==> src/rtl/pll_phase_pkg.sv <==
// Shared types and helpers for the multi-channel phase divider.
// Holds the per-channel state encoding and divide-ratio clamping.
// No logic of its own; imported by the channel and top modules.
package pll_phase_pkg;

  typedef enum logic [1:0] {
    IDLE  = 2'd0,
    DELAY = 2'd1,
    RUN   = 2'd2
  } chan_state_t;

  // A divide ratio of zero behaves exactly like a ratio of one.
  function automatic int unsigned clamp_div(input int unsigned n);
    return (n == 0) ? 32'd1 : n;
  endfunction

endpackage

==> src/rtl/pll_phase_chan.sv <==
// One divider channel: optional start delay, then a wrapping period counter with pulse/square decode.
// Latency: sync sampled at edge k -> first clken k+1+phase cycles later; outputs decode registers only.
// No backpressure; in_delay reports the delay phase so the top can hold off config writes.
module pll_phase_chan
  import pll_phase_pkg::*;
#(
  parameter int DIV_W = 8,
  parameter int PH_W  = 8
)(
  input  logic             referenceclk,
  input  logic             resetb,
  input  logic             sync,
  input  logic [DIV_W-1:0] cfg_div,
  input  logic [PH_W-1:0]  cfg_phase,
  input  logic             cfg_en,
  output logic             clken,
  output logic             phaseout,
  output logic             in_delay
);

  chan_state_t      state, state_nxt;
  logic [DIV_W-1:0] cnt, cnt_nxt;
  logic [DIV_W-1:0] n, n_nxt;
  logic [PH_W-1:0]  dcnt, dcnt_nxt;
  logic [DIV_W:0]   half;

  // State, counters and the ratio captured at the last sync.
  always_ff @(posedge referenceclk or negedge resetb) begin
    if (!resetb) begin
      state <= IDLE;
      cnt   <= '0;
      n     <= DIV_W'(1);
      dcnt  <= '0;
    end else begin
      state <= state_nxt;
      cnt   <= cnt_nxt;
      n     <= n_nxt;
      dcnt  <= dcnt_nxt;
    end
  end

  // Next state: sync always restarts from the shadow config, otherwise delay down then count the period.
  always_comb begin
    state_nxt = state;
    cnt_nxt   = cnt;
    n_nxt     = n;
    dcnt_nxt  = dcnt;
    if (sync) begin
      n_nxt    = DIV_W'(clamp_div(32'(cfg_div)));
      cnt_nxt  = '0;
      dcnt_nxt = cfg_phase;
      if (!cfg_en)
        state_nxt = IDLE;
      else if (cfg_phase != '0)
        state_nxt = DELAY;
      else
        state_nxt = RUN;
    end else begin
      case (state)
        DELAY: begin
          if (dcnt <= PH_W'(1)) begin
            state_nxt = RUN;
            cnt_nxt   = '0;
          end else begin
            dcnt_nxt = dcnt - PH_W'(1);
          end
        end
        RUN:     cnt_nxt = (cnt == n - DIV_W'(1)) ? '0 : cnt + DIV_W'(1);
        IDLE:    state_nxt = IDLE;
        default: state_nxt = IDLE;
      endcase
    end
  end

  // High for the first ceil(N/2) counts; one extra bit so N=2^DIV_W-1 does not overflow.
  assign half     = ({1'b0, n} + (DIV_W+1)'(1)) >> 1;
  assign clken    = (state == RUN) && (cnt == '0);
  assign phaseout = (state == RUN) && ({1'b0, cnt} < half);
  assign in_delay = (state == DELAY);

endmodule

==> src/rtl/pll_phase_divider.sv <==
// Multi-channel phase-programmable clock-enable generator with shadow config, common sync and lock.
// Latency: config takes effect at the next sync; outputs are register decodes except the bypass gate.
// cfgready drops while any channel is in its start delay; a held cfgvalid waits for it.
module pll_phase_divider
  import pll_phase_pkg::*;
#(
  parameter int NUM_CH      = 4,
  parameter int DIV_W       = 8,
  parameter int PH_W        = 8,
  parameter int LOCK_CYCLES = 16,
  parameter int DEFAULT_DIV = 4,
  localparam int CH_W       = (NUM_CH > 1) ? $clog2(NUM_CH) : 1
)(
  input  logic              referenceclk,
  input  logic              resetb,
  input  logic              bypass,
  input  logic              sync,
  input  logic              cfgvalid,
  output logic              cfgready,
  input  logic [CH_W-1:0]   cfgch,
  input  logic [DIV_W-1:0]  cfgdiv,
  input  logic [PH_W-1:0]   cfgphase,
  input  logic              cfgen,
  output logic [NUM_CH-1:0] clken,
  output logic [NUM_CH-1:0] phaseout,
  output logic              lock
);

  localparam int LK_W = $clog2(LOCK_CYCLES + 1);

  typedef struct packed {
    logic [DIV_W-1:0] div;
    logic [PH_W-1:0]  phase;
    logic             en;
  } shadow_cfg_t;

  shadow_cfg_t       shadow [NUM_CH];
  logic [NUM_CH-1:0] ch_clken, ch_phase, ch_delay;
  logic [LK_W-1:0]   lock_cnt;
  logic              cfg_fire;

  assign cfgready = ~|ch_delay;
  assign cfg_fire = cfgvalid & cfgready;

  // Shadow config: written on handshake, out-of-range channels dropped; running channels unaffected.
  always_ff @(posedge referenceclk or negedge resetb) begin
    if (!resetb) begin
      for (int i = 0; i < NUM_CH; i++)
        shadow[i] <= '{div: DIV_W'(DEFAULT_DIV), phase: '0, en: 1'b0};
    end else if (cfg_fire && (32'(cfgch) < NUM_CH)) begin
      shadow[cfgch] <= '{div: cfgdiv, phase: cfgphase, en: cfgen};
    end
  end

  // Lock counter: restarts on sync, counts cycles with no channel still delaying, saturates.
  always_ff @(posedge referenceclk or negedge resetb) begin
    if (!resetb)
      lock_cnt <= '0;
    else if (sync)
      lock_cnt <= '0;
    else if (!(|ch_delay) && (lock_cnt != LK_W'(LOCK_CYCLES)))
      lock_cnt <= lock_cnt + LK_W'(1);
  end

  for (genvar g = 0; g < NUM_CH; g++) begin : g_chan
    pll_phase_chan #(
      .DIV_W (DIV_W),
      .PH_W  (PH_W)
    ) u_chan (
      .referenceclk (referenceclk),
      .resetb       (resetb),
      .sync         (sync),
      .cfg_div      (shadow[g].div),
      .cfg_phase    (shadow[g].phase),
      .cfg_en       (shadow[g].en),
      .clken        (ch_clken[g]),
      .phaseout     (ch_phase[g]),
      .in_delay     (ch_delay[g])
    );
  end

  // Bypass is a pure output gate; counters and lock keep running underneath it.
  assign clken    = bypass ? {NUM_CH{1'b1}} : ch_clken;
  assign phaseout = bypass ? {NUM_CH{1'b0}} : ch_phase;
  assign lock     = (lock_cnt == LK_W'(LOCK_CYCLES));

endmodule

==> config.mk <==
export PLATFORM = sky130hd
export DESIGN_NAME = pll_phase_divider
export DESIGN_NICKNAME = d
export VERILOG_FILES = /design/src/rtl/pll_phase_pkg.sv /design/src/rtl/pll_phase_chan.sv /design/src/rtl/pll_phase_divider.sv
export SDC_FILE = /design/constraint.sdc
export NUM_CORES = 1
export LEC_CHECK = 0
export BUFFER_PORTS_ARGS = -buffer_cell sky130_fd_sc_hd__buf_2
export CAP_MARGIN = 5
export CORE_MARGIN = 1.5
export CORE_UTILIZATION = 30
export DETAILED_ROUTE_END_ITERATION = 8
export PLACE_DENSITY_LB_ADDON = 0.2
export SLEW_MARGIN = 25
export SYNTH_ARGS = -nofsm -noshare
export SYNTH_HDL_FRONTEND = slang
export SYNTH_SLANG_ARGS = --single-unit
==> constraint.sdc <==
create_clock -name referenceclk -period 2.3 [get_ports referenceclk]
set_input_delay 0.23 -clock referenceclk [delete_from_list [all_inputs] [get_ports referenceclk]]
set_output_delay 0.23 -clock referenceclk [all_outputs]
set_load 0.02 [all_outputs]
# After elaboration in Yosys (flattened, before gate mapping)
# Index checks and enable logic that the tools add are counted.
dict set report classes {
  n_addsub 17
  magnitude_cmp 10
  eq_ne 26
  n_mux 59
  bitwise 2
  reduce_logical 45
}
# op n
set ops {}
lappend ops {{$mux W8} 28}
lappend ops {{$bwmux W68} 1}
lappend ops {{$logic_not A8 Y1} 8}
lappend ops {{$pmux W8 S2} 4}
lappend ops {{$sub A8 B1 Y8 const B} 8}
lappend ops {{$add A8 B1 Y9 const B} 4}
lappend ops {{$demux W17 S2} 1}
lappend ops {{$add A8 B1 Y8 const B} 4}
lappend ops {{$eq A8 B8 Y1} 4}
lappend ops {{$le A8 B1 Y1 const B} 4}
lappend ops {{$lt A8 B8 Y1} 4}
lappend ops {{$mux W2} 16}
lappend ops {{$reduce_bool A8 Y1} 4}
lappend ops {{$reduce_and A2 Y1} 12}
lappend ops {{$mux W17} 1}
lappend ops {{$ne A2 B2 Y1 const B} 8}
lappend ops {{$pmux W2 S2} 4}
lappend ops {{$ne A3 B3 Y1 const B} 4}
lappend ops {{$reduce_bool A3 Y1} 4}
lappend ops {{$logic_and A1 B1 Y1} 10}
lappend ops {{$mux W5} 2}
lappend ops {{$reduce_bool A2 Y1} 5}
lappend ops {{$eq A2 B1 Y1 const B} 4}
lappend ops {{$eq A2 B2 Y1 const B} 4}
lappend ops {{other kinds (10)} 11}
dict set report totals {
  regBits 177
  input_bits 24
  output_inout_bits 10
  elab_cells 188
}

# Longest topological paths before layout
dict set report depth {
  depth_word 6
  ltp_mapped 9
  mapped_depth_nobuf 8
}

# Modules after synthesis
# A second synthesis with hierarchy kept.
dict set report hier_totals {
  hier_cells 1044
  hier_area_um2 10779.1
}
# module n_inst cells_per_inst area_per_inst_um2 seq_area_each_um2
set modules_own_cells {}
lappend modules_own_cells {{pll_phase_chan at g_chan[0].u_chan ...} 2 209 1884.3 651.9}
lappend modules_own_cells {pll_phase_divider 1 188 3100.5 1831.8}
lappend modules_own_cells {{pll_phase_chan at g_chan[1].u_chan} 1 231 2003.2 651.9}
lappend modules_own_cells {{pll_phase_chan at g_chan[3].u_chan} 1 207 1906.8 651.9}

# Worst setup path after synthesis
# No wires, ideal clock.
dict set report synth_timing {
  path_type {register to output}
  from {register g_chan[3].u_chan.n[0]}
  to {output port phaseout[3]}
  arrival_time_ps 2170
  required_time_ps 2070
  slack_ps -100
  stages_incl_launch_ff 9
  n_path_buf 0
  cell_sequence {dfstp_2 -> ha_1 -> xnor2_1 -> ha_1 -> a21o_1 -> a21o_1 -> a21o_1 -> a21o_1 -> a41oi_1}
}
dict set report synth_via {
  elab_chain_cells 4
}
# element line_no
set synth_rtl {}
lappend synth_rtl {{from (decl)} pll_phase_chan.sv:23} ;# logic [DIV_W-1:0] n, n_nxt;
lappend synth_rtl {{from (signal assigned)} pll_phase_chan.sv:37} ;# n <= n_nxt;
lappend synth_rtl {{$add A8 B1 Y9} pll_phase_chan.sv:76} ;# assign half = ({1'b0, n} + (DIV_W+1)'(1)) >> 1;
lappend synth_rtl {{$lt A8 B8 Y1} pll_phase_chan.sv:78} ;# assign phaseout = (state == RUN) && ({1'b0, cnt} < half);
lappend synth_rtl {{$logic_and A1 B1 Y1} pll_phase_chan.sv:78}
lappend synth_rtl {{$mux W4} pll_phase_divider.sv:84} ;# assign phaseout = bypass ? {NUM_CH{1'b0}} : ch_phase;
lappend synth_rtl {{to (decl)} pll_phase_divider.sv:25} ;# output logic [NUM_CH-1:0] phaseout,
# No other way between the ends.

# Worst setup path after layout
dict set report layout_timing {
  from {register g_chan[2].u_chan.n[0]}
  to {output port phaseout[2]}
}
dict set report layout_via {
  elab_chain_cells 4
}
# element line_no
set layout_rtl {}
lappend layout_rtl {{from (decl)} pll_phase_chan.sv:23}
lappend layout_rtl {{from (signal assigned)} pll_phase_chan.sv:37}
lappend layout_rtl {{$add A8 B1 Y9} pll_phase_chan.sv:76}
lappend layout_rtl {{$lt A8 B8 Y1} pll_phase_chan.sv:78}
lappend layout_rtl {{$logic_and A1 B1 Y1} pll_phase_chan.sv:78}
lappend layout_rtl {{$mux W4} pll_phase_divider.sv:84}
# No other way between the ends.

==> results.py <==
metrics = {
    "die": {
        "chipHeight_um": 188,
        "fp-row-count": 67,
        "dieWidth_um": 188,
        "io-pin-count": 34,
        "start_util": 0.306,
        "coreArea_um2": 33700,
        "dieArea_um2": 35500,
    },
    "outcome": {
        "status": "finished with violations",
        "violations": "negative setup slack",
    },
    "power": {
        "seqPwrFrac": 0.393,
        "power_leakage_nw": 5.41,
        "power.density_nw_per_um2": 1140,
        "internal-power_mw": 8.89,
        "pwr-share-comb": 0.407,
        "peakVddDrop_mv": 0.492,
        "switching_share": 0.379,
        "switchingPower_mw": 5.42,
        "clkPwrFrac": 0.200,
    },
    "routing": {
        "drt_wl_total_um": 24500,
        "wl_met2_um": 11400,
        "via_count": 7676,
        "top_layer": "met4",
        "ant_nets": 0,
        "wl_met3_um": 433,
        "vias_per_cell": 4.89,
        "drc": 0,
        "drt-initial-drc-count": 395,
        "first_pass_iters": 4,
        "wl_met1_um": 12400,
        "wl_per_cell_um": 15.6,
    },
    "worst_setup_path": {
        "worstSetupStartpointType": "register",
        "end_kind": "primary output",
        "required_ns": 2.07,
        "startpoint": "g_chan[2].u_chan.n[0]",
        "worstSetupEndpoint": "phaseout[2]",
        "r2r_slack_ns": 0,
        "cp_max_fo": 5,
        "regToRegEndpoint": "g_chan[1].u_chan.cnt[6]",
        "rr_worst_depth": 10,
        "setup.worst_path.class": "register to primary output",
        "cp.arrival_ns": 2.45,
        "reg2reg_from": "g_chan[1].u_chan.n[0]",
    },
    "logic_synthesis": {
        "synth.largest_area_cell": "dfrtp_1",
        "postSynthAreaPerCell_um2": 10.2,
        "post-synth-top-count-cell": "dfrtp_1",
        "synthArstFlopShare": 1.00,
        "synth-seq-area-share": 0.431,
        "yosys-top-cells-area": "dfrtp_1, mux2_2, ha_1, xnor2_1, nand2_1",
        "synthCells": 1008,
        "syn_area_um2": 10300,
        "synth_common_cells": "dfrtp_1, nand2_1, mux2_2",
        "yosys_most_used_dff": "dfrtp_1",
        "ys_types": 66,
        "ys_warn_count": 0,
        "synth_top_area_frac": 0.411,
        "syn_nets": 1086,
        "ys_seq_elements": 177,
        "synth-edff-count": 0,
    },
    "timing": {
        "timing.hold.ws_ns": 0.0869,
        "slew_headroom": 0.567,
        "finalSetupViolCount": 4,
        "hold_viol": 0,
        "clock_skew_ns": 0.0117,
        "fmax_mhz": 373,
        "setup_slack_ns": -0.382,
        "slew_violations": 0,
        "rsz0062_at_grt": "yes",
        "post-route-min-period_ns": 2.68,
        "finalCritPeriodShare": 1.17,
        "worst_slew_pin_slew_ns": 0.648,
    },
    "finish": {
        "syn2layout_area_growth_pct": 21.5,
        "seq_area_um2": 4440,
        "fillerInstances": 3378,
        "multi_input_area_um2": 5880,
        "drive_gt1_frac": 0.273,
        "nets": 1187,
        "diodes": 0,
    },
    "clock_tree": {
        "tritoncts": "built",
        "clockBufferDepth": 2,
        "clock-sinks": 177,
        "insertion_delay_ns": 0.43,
        "numCtsBuffers": 17,
        "clk_pin_slew_ns": 0.07,
        "htreeDepth": 4,
        "root_buffer": "clkbuf_16",
    },
    "global_route": {
        "grt_pass1_vias": 7929,
        "grt_pass1_wl_um": 41200,
        "antenna_found_initial": 0,
        "grt_max_degree": 66,
        "grt_usage": 0.144,
        "grt-ovfl-total": 0,
    },
    "placement": {
        "dp_hpwl_um": 17200,
        "port_buffers": 33,
        "place_worst_setup_slack_ns": -0.106,
        "gp_congestion": 0.774,
    },
    "hold_path": {
        "holdCritPathClass": "input pin to register",
    },
    "job": {
        "maxCapViolCount": 0,
    },
}
-- per-stage QoR --
step	util	total power [mW]	instance area (µm²)	instances	TNS, ns
2_1_floorplan	-	9.29	10300	1008	0
3_3_place_gp	0.342	11.0	11500	1524	-0.239
3_5_place_dp	0.342	11.1	11500	1524	-0.344
4_1_cts	0.366	14.3	12300	1563	-1.63
5_1_grt	0.371	15.4	12500	1570	-3.52
6_report	0.371	14.3	12500	1570	-1.50
-- layout by cell type, fill, tap and decap left out, types with 31 or more instances in the layout --
master     n
xnor2_1   56
xor2_1    41
mux2_2    67
nor2_1    40
o21ai_0   57
buf_4     84
nand3_1   31
ha_1      42
nand2_1   98
inv_1     34
dfrtp_1  166
-- critical path: stages (launching register included) --
cell and delay, ns:
dfstp_2 0.57, buf_4 0.14, nand3_1 0.08, xor2_1 0.16
ha_1 0.26, a21o_1 0.17, a21o_1 0.15, a21o_1 0.16
a41oi_2 0.16, buf_4 0.17
-- power groups by stage --
stage	clock network, mW	logic [mW]	registers (mW)
after floorplan	0	4.11	5.18
after global placement	0	5.39	5.63
after detailed placement	0	5.45	5.65
after CTS	2.96	5.67	5.63
after global routing	3.08	6.52	5.86
final	2.86	5.82	5.63
-- metal layers --
metal	vias up	global-route usage
met5	-	0
met4	0	0.0369
met3	18	0.0237
met2	73	0.241
met1	3802	0.192
li1	3783	-
-- registers in the layout, summed over array words and instances (netlist names) --
| register | cells |
|---|---|
| g_chan.u_chan.n | 32 |
| g_chan.u_chan.state | 8 |
| g_chan.u_chan.cnt | 32 |
| shadow | 68 |
| g_chan.u_chan.dcnt | 32 |
| lock_cnt | 5 |
-- repair_timing --
action / CTS / global route
gates resized for setup: 36 / 30
hold buffers: 1 / 0
endpoints found under the setup margin: 5 / 28
hold endpoints to repair: 57 / 0
pin swaps: 34 / 18
setup buffers: 6 / 7
-- worst min path at each step --
stage | start | end | slack [ns] | depth (start not counted)
after floorplan | resetb | g_chan[0].u_chan.cnt[0] | -0.07 | 0
after global placement | resetb | g_chan[0].u_chan.cnt[3] | 0.28 | 1
after detailed placement | resetb | shadow[57] | 0.27 | 1
after CTS | cfgdiv[5] | shadow[48] | 0.06 | 2
after global routing | cfgdiv[0] | shadow[26] | 0.08 | 2
final | cfgdiv[0] | shadow[26] | 0.09 | 2
-- logic make-up (layout without fill, tap and decap cells) --
logic type | count (synthesis) | count (layout) | synth area share
fa+ha+maj | 54 | 54 | 0.0656
buf+inv | 78 | 192 | 0.0305
compound gates | 173 | 173 | 0.118
simple gates | 335 | 335 | 0.171
xor+xnor | 101 | 101 | 0.0859
mux | 90 | 90 | 0.0980
flops | 177 | 177 | 0.431
-- layout make-up --
class                      count  area share
multi-input combinational    753       0.470
sequential                   177       0.355
timing repair buffer         123      0.0742
tap                          448      0.0448
clock buffer                  20      0.0349
inverter                      37      0.0111
clock inverter                12     0.00970
No activity file was read; power rests on OpenSTA's default activity.
